==> config.mk <==
export PLATFORM = sky130hd
export DESIGN_NAME = demux1to16_buffered
export DESIGN_NICKNAME = d
export VERILOG_FILES = /design/src/rtl/demux1to16_buffered.sv
export SDC_FILE = /design/constraint.sdc
export NUM_CORES = 1
export LEC_CHECK = 0
export CORE_MARGIN = 1
export CORE_UTILIZATION = 55
export DETAILED_ROUTE_END_ITERATION = 10
export GPL_TIMING_DRIVEN = 0
export PLACE_DENSITY = 0.79
export SKIP_LAST_GASP = 1
export SYNTH_ARGS = -nofsm -noshare
export SYNTH_HDL_FRONTEND = slang
export SYNTH_SLANG_ARGS = --single-unit
==> constraint.sdc <==
create_clock -name clk -period 37.3 [get_ports clk]
set_input_delay 3.73 -clock clk [delete_from_list [all_inputs] [get_ports clk]]
set_output_delay 3.73 -clock clk [all_outputs]
set_load 0.02 [all_outputs]
==> src/rtl/demux1to16_buffered.sv <==
// demux1to16_buffered: steers one WIDTH-bit stream to 16 buffered channels.
// Each channel is a one-entry register with a valid/ready handshake.
// Optional macro DEMUX_BCAST_EN adds the in_bcast port for broadcast writes.
// Ports:
//   clk, reset          - rising-edge clock, synchronous active-high reset
//   in_data/in_sel      - byte to route and its destination channel
//   in_valid/in_ready   - producer handshake
//   out_data/out_valid  - channel k data at [k*WIDTH +: WIDTH], valid bit k
//   out_ready           - consumer k takes its byte
//   occupancy           - number of full channels (0..16)
//   in_bcast            - load all channels (DEMUX_BCAST_EN only)
module demux1to16_buffered #(
    parameter int WIDTH = 8
) (
    input  logic                clk,
    input  logic                reset,
    input  logic [WIDTH-1:0]    in_data,
    input  logic [3:0]          in_sel,
    input  logic                in_valid,
    output logic                in_ready,
    output logic [16*WIDTH-1:0] out_data,
    output logic [15:0]         out_valid,
    input  logic [15:0]         out_ready,
`ifdef DEMUX_BCAST_EN
    input  logic                in_bcast,
`endif
    output logic [4:0]          occupancy
);

    logic [15:0] drain;
    logic [15:0] free;
    logic [15:0] load;
    logic [15:0] valid_nxt;
    logic [4:0]  occ_nxt;
    logic        accept;

    always_comb begin
        drain  = out_valid & out_ready;
        // A channel can take a byte if empty or being drained this cycle.
        free   = ~out_valid | out_ready;
        load   = '0;
`ifdef DEMUX_BCAST_EN
        // Broadcast needs every channel free at once; select is ignored.
        in_ready = in_bcast ? (&free) : free[in_sel];
        accept   = in_valid & in_ready;
        if (accept) begin
            if (in_bcast) begin
                load = '1;
            end else begin
                load[in_sel] = 1'b1;
            end
        end
`else
        in_ready = free[in_sel];
        accept   = in_valid & in_ready;
        if (accept) begin
            load[in_sel] = 1'b1;
        end
`endif
        valid_nxt = (out_valid & ~drain) | load;
        // Count only real transitions: fills of empty channels and
        // drains that are not refilled in the same cycle.
        occ_nxt = occupancy;
        for (int k = 0; k < 16; k++) begin
            if (load[k] && !out_valid[k]) begin
                occ_nxt = occ_nxt + 5'd1;
            end
            if (drain[k] && !load[k]) begin
                occ_nxt = occ_nxt - 5'd1;
            end
        end
    end

    always_ff @(posedge clk) begin
        if (reset) begin
            out_valid <= '0;
            out_data  <= '0;
            occupancy <= '0;
        end else begin
            out_valid <= valid_nxt;
            occupancy <= occ_nxt;
            for (int k = 0; k < 16; k++) begin
                if (load[k]) begin
                    out_data[k*WIDTH +: WIDTH] <= in_data;
                end
            end
        end
    end

endmodule

Word level (Yosys, flattened, before mapping)
Cells that the tools add are included.
Storage, ports and cells
  bits in registers: 149
  ROM bits: 0
  bits in latches: 0
  memories kept: 0
  output and inout bits: 150
  logic and storage cells: 161
  RAM bits: 0
Operators by class
  muxes and demuxes: 37
  bitwise operators: 7
  div/mod/pow operators: 0
  reduce and logical (&&, ||, !) cells: 65
  $lt $le $gt $ge: 2
  $mul: 0
  shifts and indexed selects: 0
  add/sub/neg operators: 32
  eq/ne operators: 0
Operators by type and width (count)
  $mux W5: 32
  $add A5 B1 Y5 const B: 16
  $sub A5 B1 Y5 const B: 16
  $logic_and A1 B1 Y1: 33
  $and A16 B16 Y16: 2
  $logic_not A1 Y1: 32
  $not A16 Y16: 2
  $or A16 B16 Y16: 2
  $mux W16: 1
  $lt A4 B5 Y1 const B: 1
  $bmux W1 S4: 1
  $demux W1 S4: 1
  $ge A4 B1 Y1 const B: 1
  $mux W1: 2
  $and A1 B1 Y1: 1

Logic depth before layout (Yosys ltp)
Gate-level depths: netlist (run 1).
  word-level depth: 70
  gate-level depth with buffers: 83
  mapped depth without buffers: 80

Worst setup path before layout (run 1)
OpenSTA, ideal clock, no wires.
  path type: input port to flip-flop
  start: input port in_sel[3]
  end: register occupancy[4]
  setup slack: 19.860 ns
  buffers on the path: 3
  arrival: 17.319 ns
  stages: 77
  cells stage by stage: buf_6 or3b_1 buf_6 buf_6 nor3_1 nand2_1 and4bb_1 ha_1 mux2i_1 mux2i_1 ha_1 o2bb2ai_1 a21o_1 ha_1 a22oi_1 o31a_1 a21o_2 a21oi_1 (+41 left out) mux2i_1 ha_1 nor3b_1 a21oi_1 nand2_1 ha_1 a21oi_1 a21bo_2 and2_1 ha_1 mux2i_1 ha_1 nand3_1 o21ai_0 mux2i_1 mux2_4 nor2b_1 mux2_2
On the way
  longest elaborated chain between the ends: 69
RTL lines
  start, declared: line 18  | input logic [3:0] in_sel,
  $lt A4 B5 Y1 (implied by the code) or $ge A4 B1 Y1 (tied branches): line 57  | load[in_sel] = 1'b1;
  $logic_and A1 B1 Y1 (implied by the code): line 57
  $mux W1 (implied by the code): line 57
  $demux W1 S4: line 57
  $mux W16 (*): line 56  | if (accept) begin
  $logic_and A1 B1 Y1: line 65  | if (load[k] && !out_valid[k]) begin
  $mux W5: line 65
  $sub A5 B1 Y5: line 69  | occ_nxt = occ_nxt - 5'd1;
  (+53 left out)
  $add A5 B1 Y5: line 66  | occ_nxt = occ_nxt + 5'd1;
  $mux W5: line 65
  $sub A5 B1 Y5: line 69
  $mux W5: line 68  | if (drain[k] && !load[k]) begin
  $add A5 B1 Y5: line 66
  $mux W5: line 65
  $sub A5 B1 Y5: line 69
  $mux W5 (*): line 68
  end signal, assigned: line 81  | occupancy <= occ_nxt;
  end, declared: line 27  | output logic [4:0] occupancy
Every way passes the cells marked *; elsewhere a longest branch is shown, timed or not. The select of a mux whose other input is x is not followed.
A chain may end at the register's enable or synchronous reset.

Final worst setup path (run 1)
  start: input port in_sel[0]
  end: register occupancy[4]
The elaborated chain is that of the path after synthesis.

==> run_results.csv, run 1 <==
group,metric,value,unit
routing,route.vias.total,10800,
die,start_util,0.5602,
timing,fin_worst_skew,0.009142,ns
synth,avgSynthCellArea,8.270,um2
pwr,leakagePower,5.335,nW
setup_path,cp-end-kind,"flop",
timing,period_needed,20.10,ns
timing,fin_crit_sh,0.5390,
cts,cts_buffer_depth,2,
timing,max_freq,49.74,MHz
setup_path,worst-path-buf-inv,6,
routing,wl_per_cell,19.11,um
cts,cts_resized,0,
routing,drc,0,
cts,ctsHoldBuffers,0,
synth,synth_compound_area_frac,0.1728,
cts,cts_buffers,17,
placed_design,gp_congestion,0.9521,
setup_path,cp_common_cell,"ha_1",
routing,postRouteWirelength,34.18,mm
global_routing,grt_start_max_net_pins,17,
setup_path,crit_family,"compound AO/OA/AOI/OAI gates",
job,maxCapViolCount,0,
setup_path,cp-start-kind,"input pin",
synth,netlist_area,0.01087,mm2
synth,synth_top_family_by_area,"simple AND/OR/NAND/NOR gates",
die,die_h,142.6,um
global_routing,grt_pass1_vias,10210,
routing,drtPass1Iterations,6,
final_layout,antenna_cells,0,
hold_path,worstHoldStart,"out_data[5]$_SDFFE_PP0P_",
setup_path,crit_type,"in -> reg",
global_routing,grtUsageTotal,0.3378,
synth,synth-simple-area-share,0.2398,
die,num_rows,51,
routing,ant_nets,0,
synth,yosys_warnings,0,
global_routing,grt_pass1_wl,53.74,mm
cts,clock_sinks,149,
synth,synth_nets,1375,
cts,cts_tree,"done",
timing,rsz0062_at_grt,"no",
timing,fin_tns_setup,0,ns
setup_path,r2r-start,"out_valid[1]$_SDFF_PP0_",
final_layout,finalCoreUtilization,0.7005,
pwr,power_density,46.75,mW/mm2
synth,synth_fa_ha_area_frac,0.03454,
synth,synth_seq_cells,149,
global_routing,antenna_found_initial,0,
synth,synth-async-reset-ratio,0,
setup_path,cp_data_arrival_time,20.42,ns
timing,slew_viol_final,0,
global_routing,grt.overflow.total,0,
routing,vias_per_cell,6.036,
routing,drt_iter0_markers,659,
timing,hold_viol,0,
final_layout,areaGrowthSynthToFinish,25.04,%
cts,clkSlewWorstSetupHoldPaths,0.07,ns
die,dieArea,0.02032,mm2
synth,synth_cell_type_count,114,
die,ios,181,
synth,ys_seq_area_frac,0.2745,
timing,tightest_slew,1.307,ns
placed_design,hpwl,25.57,mm
final_layout,drive_gt1_frac,0.08202,
hold_path,hold_class,"reg -> reg",
cts,cts_root_buffer,"clkbuf_16",
synth,synthXorXnorAreaFrac,0.1188,
final_layout,nets,1572,
synth,netlist_instances,1314,
setup_path,slowest_delay,0.54,ns
placed_design,port-buffer-count,177,
synth,synthMuxAreaShare,0.1225,
synth,synth_ff_type,"dfxtp_1",
setup_path,critical_path.max_fanout,10,
setup_path,crit_required,37.61,ns
synth,synth_edf_count,0,
setup_path,worstSetupStartpoint,"in_sel[0]",
timing,slew_headroom,0.1271,
cts,clk_latency,0.42,ns
setup_path,slowest_stage,"nor2_1",
die,core,0.01940,mm2
cts,post-cts-setup-buffers,0,
cts,h-tree-depth,4,
die,die_w,142.6,um
pwr,peakVddDrop,0.03294,mV
outcome,status,"complete, no violations",
timing,setup_viol,0,
## layer usage
layer | global-route usage | vias up | wire length [um]
li1 | - | 5112 | -
met1 | 0.4191 | 5151 | 14280
met2 | 0.5516 | 471 | 15510
met3 | 0.1077 | 64 | 3555
met4 | 0.1121 | 0 | 841
met5 | 0 | - | 0
## stage by stage
step           instances  setup slack (ns)  cell area (um2)  power (mW)  hold WS, ns
2_1_floorplan       1314             19.86            10870      0.3945       0.5345
3_3_place_gp        1756             17.37            12970      0.4549       0.4412
3_5_place_dp        1757             17.09            12990      0.4580       0.4478
4_1_cts             1789             17.43            13590      0.6322       0.4566
5_1_grt             1789             15.86            13590      0.6713       0.4725
6_report            1789             17.20            13590      0.6352       0.4544
## cells by family after synthesis
kind of cell | after synthesis
AO/OA/AOI/OAI | 269
AND/OR/NAND/NOR | 538
multiplexers | 128
XOR/XNOR | 111
adder cells (fa/ha/maj) | 30
buffers and inverters | 89
flip-flops | 149
## worst paths after layout
kind | to | slack [ns] | cells after the start
setup / recovery | occupancy[4]$_SDFF_PP0_ | 17.20 | 78
hold / removal | out_data[5]$_SDFFE_PP0P_ | 0.45 | 2
setup reg to reg | occupancy[4]$_SDFF_PP0_ | 20.99 | 74
hold reg to reg | out_data[5]$_SDFFE_PP0P_ | 0.45 | 2
## layout by cell type, fill, tap and decap left out, drive strengths merged, types with 6 or more instances in the layout
cell type      count
clkbuf            70
xnor3              6
nand4             16
a21oi             97
nor2b              8
mux2               8
mux2i            118
inv               25
nand3             57
nor3              30
o2111ai            6
nand2b            24
a211oi            11
nor2             165
clkdlybuf4s50    177
dfxtp            149
xor2              22
nor4               7
ha                30
and3              16
or3               14
and2               9
nand2            161
a31oi             18
a211o              6
buf               21
o211ai            15
o21ai             34
a21o               9
xnor2             82
## flip-flops by register name (all words and copies together), names as in the netlist
register and cells:
out_data 128, out_valid 16, occupancy 5
## cell type report
class	instances	area [um2]
multi-input cells	1076	7492
fillers	1609	5811
flip-flops and latches	149	2983
repair buffers	178	1783
clock buffers	18	439.2
well taps	265	331.6
plain buffers	72	330.3
clock inverters	14	157.7
inverters	17	71.32
## cells in the mapped netlist (8+ instances only)
library cell | n | area (um2)
xnor2_1 | 67 | 586.8
clkbuf_1 | 52 | 195.2
nand2_1 | 161 | 604.3
a211oi_1 | 8 | 60.06
xnor2_2 | 10 | 162.7
mux2i_1 | 116 | 1161
nor2_1 | 161 | 604.3
and3_1 | 16 | 100.1
o211ai_1 | 14 | 105.1
nand4_1 | 16 | 100.1
a21oi_1 | 97 | 485.5
a31oi_1 | 18 | 112.6
nand3_1 | 57 | 285.3
dfxtp_1 | 149 | 2983
a21o_1 | 8 | 60.06
xor2_1 | 19 | 166.4
nor3_1 | 27 | 135.1
o21ai_0 | 30 | 150.1
ha_1 | 30 | 375.4
or3_1 | 14 | 87.58
nor2b_1 | 8 | 50.05
and2_1 | 8 | 50.05
nand2b_1 | 24 | 150.1
inv_1 | 13 | 48.80
## worst register-to-register path, delay by kind of cell, from the launching register on
| kind | cells | cell delay [ns] |
|---|---|---|
| buffers and inverters | 2 | 0.20 |
| multiplexers | 9 | 1.98 |
| adder cells (fa/ha/maj) | 15 | 4.28 |
| flip-flops | 1 | 0.39 |
| AO/OA/AOI/OAI | 32 | 6.05 |
| AND/OR/NAND/NOR | 16 | 3.31 |
## where the power goes
group          internal, mW  switching (mW)
Clock                0.0973          0.0769
Sequential            0.163         0.00505
Combinational         0.124           0.169
Total                 0.384           0.251
(Power assumes the default switching activity.)
==> run 2, diff against run 1 <==
--- a/config.mk
+++ b/config.mk
@@ -6,10 +6,10 @@
 export NUM_CORES = 1
 export LEC_CHECK = 0
 export CORE_MARGIN = 1
-export CORE_UTILIZATION = 55
+export CORE_UTILIZATION = 50
 export DETAILED_ROUTE_END_ITERATION = 10
 export GPL_TIMING_DRIVEN = 0
-export PLACE_DENSITY = 0.79
+export PLACE_DENSITY = 0.76
 export SKIP_LAST_GASP = 1
 export SYNTH_ARGS = -nofsm -noshare
 export SYNTH_HDL_FRONTEND = slang
==> constraint.sdc (replaced) <==
create_clock -name clk -period 16.4 [get_ports clk]
set_input_delay 1.64 -clock clk [delete_from_list [all_inputs] [get_ports clk]]
set_output_delay 1.64 -clock clk [all_outputs]
set_load 0.02 [all_outputs]
==> run_results.csv, run 2 (same netlist as run 1, synthesis figures left out) <==
group,metric,value,unit
outcome,status,"complete, no violations",
cts,clk_latency,0.42,ns
setup_path,cp-end-kind,"flop",
global_routing,grt.overflow.total,0,
setup_path,crit_type,"in -> reg",
routing,drt_iter0_markers,753,
setup_path,critical_path.max_fanout,10,
die,start_util,0.5137,
hold_path,hold_class,"reg -> reg",
routing,ant_nets,0,
pwr,peakVddDrop,0.08539,mV
pwr,intPower,0.9174,mW
die,die_w,149.4,um
placed_design,placedInstanceArea,0.01300,mm2
setup_path,cp_common_cell,"ha_1",
final_layout,largestRegisters,"out_data (128), out_valid (16), occupancy (5)",
timing,setup_viol,0,
die,ios,181,
routing,drtPass1Iterations,5,
final_layout,antenna_cells,0,
setup_path,cp-start-kind,"input pin",
setup_path,worstSetupStartpoint,"in_valid",
die,dieArea,0.02233,mm2
timing,slew_headroom,0.02663,
global_routing,grt_pass1_vias,10390,
cts,h-tree-depth,4,
pwr,power_density,108.1,mW/mm2
hold_path,worstHoldStart,"out_data[119]$_SDFFE_PP0P_",
pwr,swShare,0.3952,
cts,cts_root_buffer,"clkbuf_16",
pwr,leakagePower,5.538,nW
pwr,pwr-share-clk,0.251,
placed_design,gp_congestion,0.9510,
timing,postLayoutSetupSlackWorst,0.6556,ns
final_layout,finalCoreUtilization,0.6636,
routing,drc,0,
cts,clock_sinks,149,
setup_path,cp_data_arrival_time,16.05,ns
timing,period_needed,15.74,ns
global_routing,grt_pass1_wl,54.87,mm
timing,hold_viol,0,
job,maxCapViolCount,0,
cts,cts_buffer_depth,2,
final_layout,largest_reg_flops,128,
pwr,p_seq_frac,0.252,
global_routing,met1_usage,0.3973,
setup_path,regToRegSetupSlack,1.66,ns
pwr,combPwrFrac,0.498,
final_layout,nets,1602,
routing,wl_per_cell,19.25,um
timing,rsz0062_at_grt,"no",
setup_path,slowest_stage,"or4_1",
timing,fin_worst_skew,0.01170,ns
timing,fin_crit_sh,0.9600,
global_routing,grt_start_max_net_pins,17,
setup_path,slowest_delay,0.40,ns
routing,vias_per_cell,5.968,
cts,cts_tree,"done",
cts,clkSlewWorstSetupHoldPaths,0.07,ns
placed_design,port-buffer-count,177,
final_layout,final_cell_mix,"clkdlybuf4s50_1, nand2_1, nor2_1",
final_layout,drive_gt1_frac,0.1211,
final_layout,fillCellCount,1751,
die,die_h,149.4,um
setup_path,crit_required,16.71,ns
timing,max_freq,63.51,MHz
timing,slew_viol_final,0,
global_routing,globalRouteMet3Util,0.07287,
cts,cts_buffers,17,
final_layout,areaGrowthSynthToFinish,29.19,%
die,core,0.02115,mm2
final_layout,top_register,"out_data",
placed_design,hpwl,26.25,mm
pwr,power,1.517,mW
global_routing,antenna_found_initial,0,
global_routing,grtUsageTotal,0.3137,
die,num_rows,53,
final_layout,layout_commonest_cell,"clkdlybuf4s50_1",
placed_design,dp_slack,-1.724,ns
global_routing,grt-busiest-layer,"met2",
final_layout,stdcell_area,0.01404,mm2
timing,tightest_slew,1.457,ns
global_routing,met2_usage,0.5123,
routing,postRouteWirelength,35.19,mm
routing,route.vias.total,10910,
setup_path,r2r-start,"out_valid[1]$_SDFF_PP0_",
pwr,switchingPower,0.5995,mW
timing,hold_slack,0.4546,ns
[run 2: cell types whose count changed in the layout (fill, tap and decap cells not counted), sizes merged]
cell,before,now
dlymetal6s2s,0,2
buf,21,53
clkdlybuf4s50,177,173
clkinvlp,1,3
clkbuf,70,69
inv,25,23
[run 2: metrics by stage]
step,cells,setup TNS [ns]
after floorplan,1314,0
after global placement,1766,-3.990
after detailed placement,1767,-4.906
after CTS,1804,0
after global routing,1828,0
final,1828,0
[run 2: per-layer routing]
metal	routed length [um]	vias to the layer above
li1	-	5183
met1	14790	5180
met2	16250	476
met3	3189	71
met4	970	0
met5	0	-
[run 2: power by group through the flow]
stage	registers, mW	logic [mW]	clock network [mW]
after floorplan	0.396	0.501	0
after global placement	0.389	0.649	0
after detailed placement	0.389	0.658	0
after CTS	0.381	0.693	0.383
after global routing	0.382	0.818	0.397
final	0.382	0.755	0.380
[run 2: worst paths after layout]
| path | to | cells past startpoint |
|---|---|---|
| max | occupancy[4]$_SDFF_PP0_ | 77 |
| min | out_data[119]$_SDFFE_PP0P_ | 2 |
| max reg2reg | occupancy[4]$_SDFF_PP0_ | 74 |
| min reg2reg | out_data[119]$_SDFFE_PP0P_ | 2 |
[run 2: final cells by class]
class,count,area [um2],area share
sequential,149,2983,0.2125
timing repair buffer,209,2011,0.1432
clock buffer,17,425.4,0.03030
multi-input combinational,1076,7716,0.5496
tap,275,344.1,0.02451
buffer,71,344.1,0.02451
inverter,17,71.32,0.005080
clock inverter,14,143.9,0.01025
[run 2: repair_timing]
item                                   4_1_cts  5_1_grt
setup endpoints to repair                    4        4
resized for setup                           22       39
hold buffers                                 0        0
pin swaps                                    2       15
buffers inserted                             7       24
endpoints found under the hold margin        0        0
[run 2: worst max-delay path: cells and delay by family]
family / cells / cell delay [ns]
compound gates: 28 / 4.31
xor+xnor: 1 / 0.15
simple gates: 17 / 2.96
fa+ha+maj: 15 / 4.24
mux: 10 / 1.92
buf+inv: 6 / 0.82
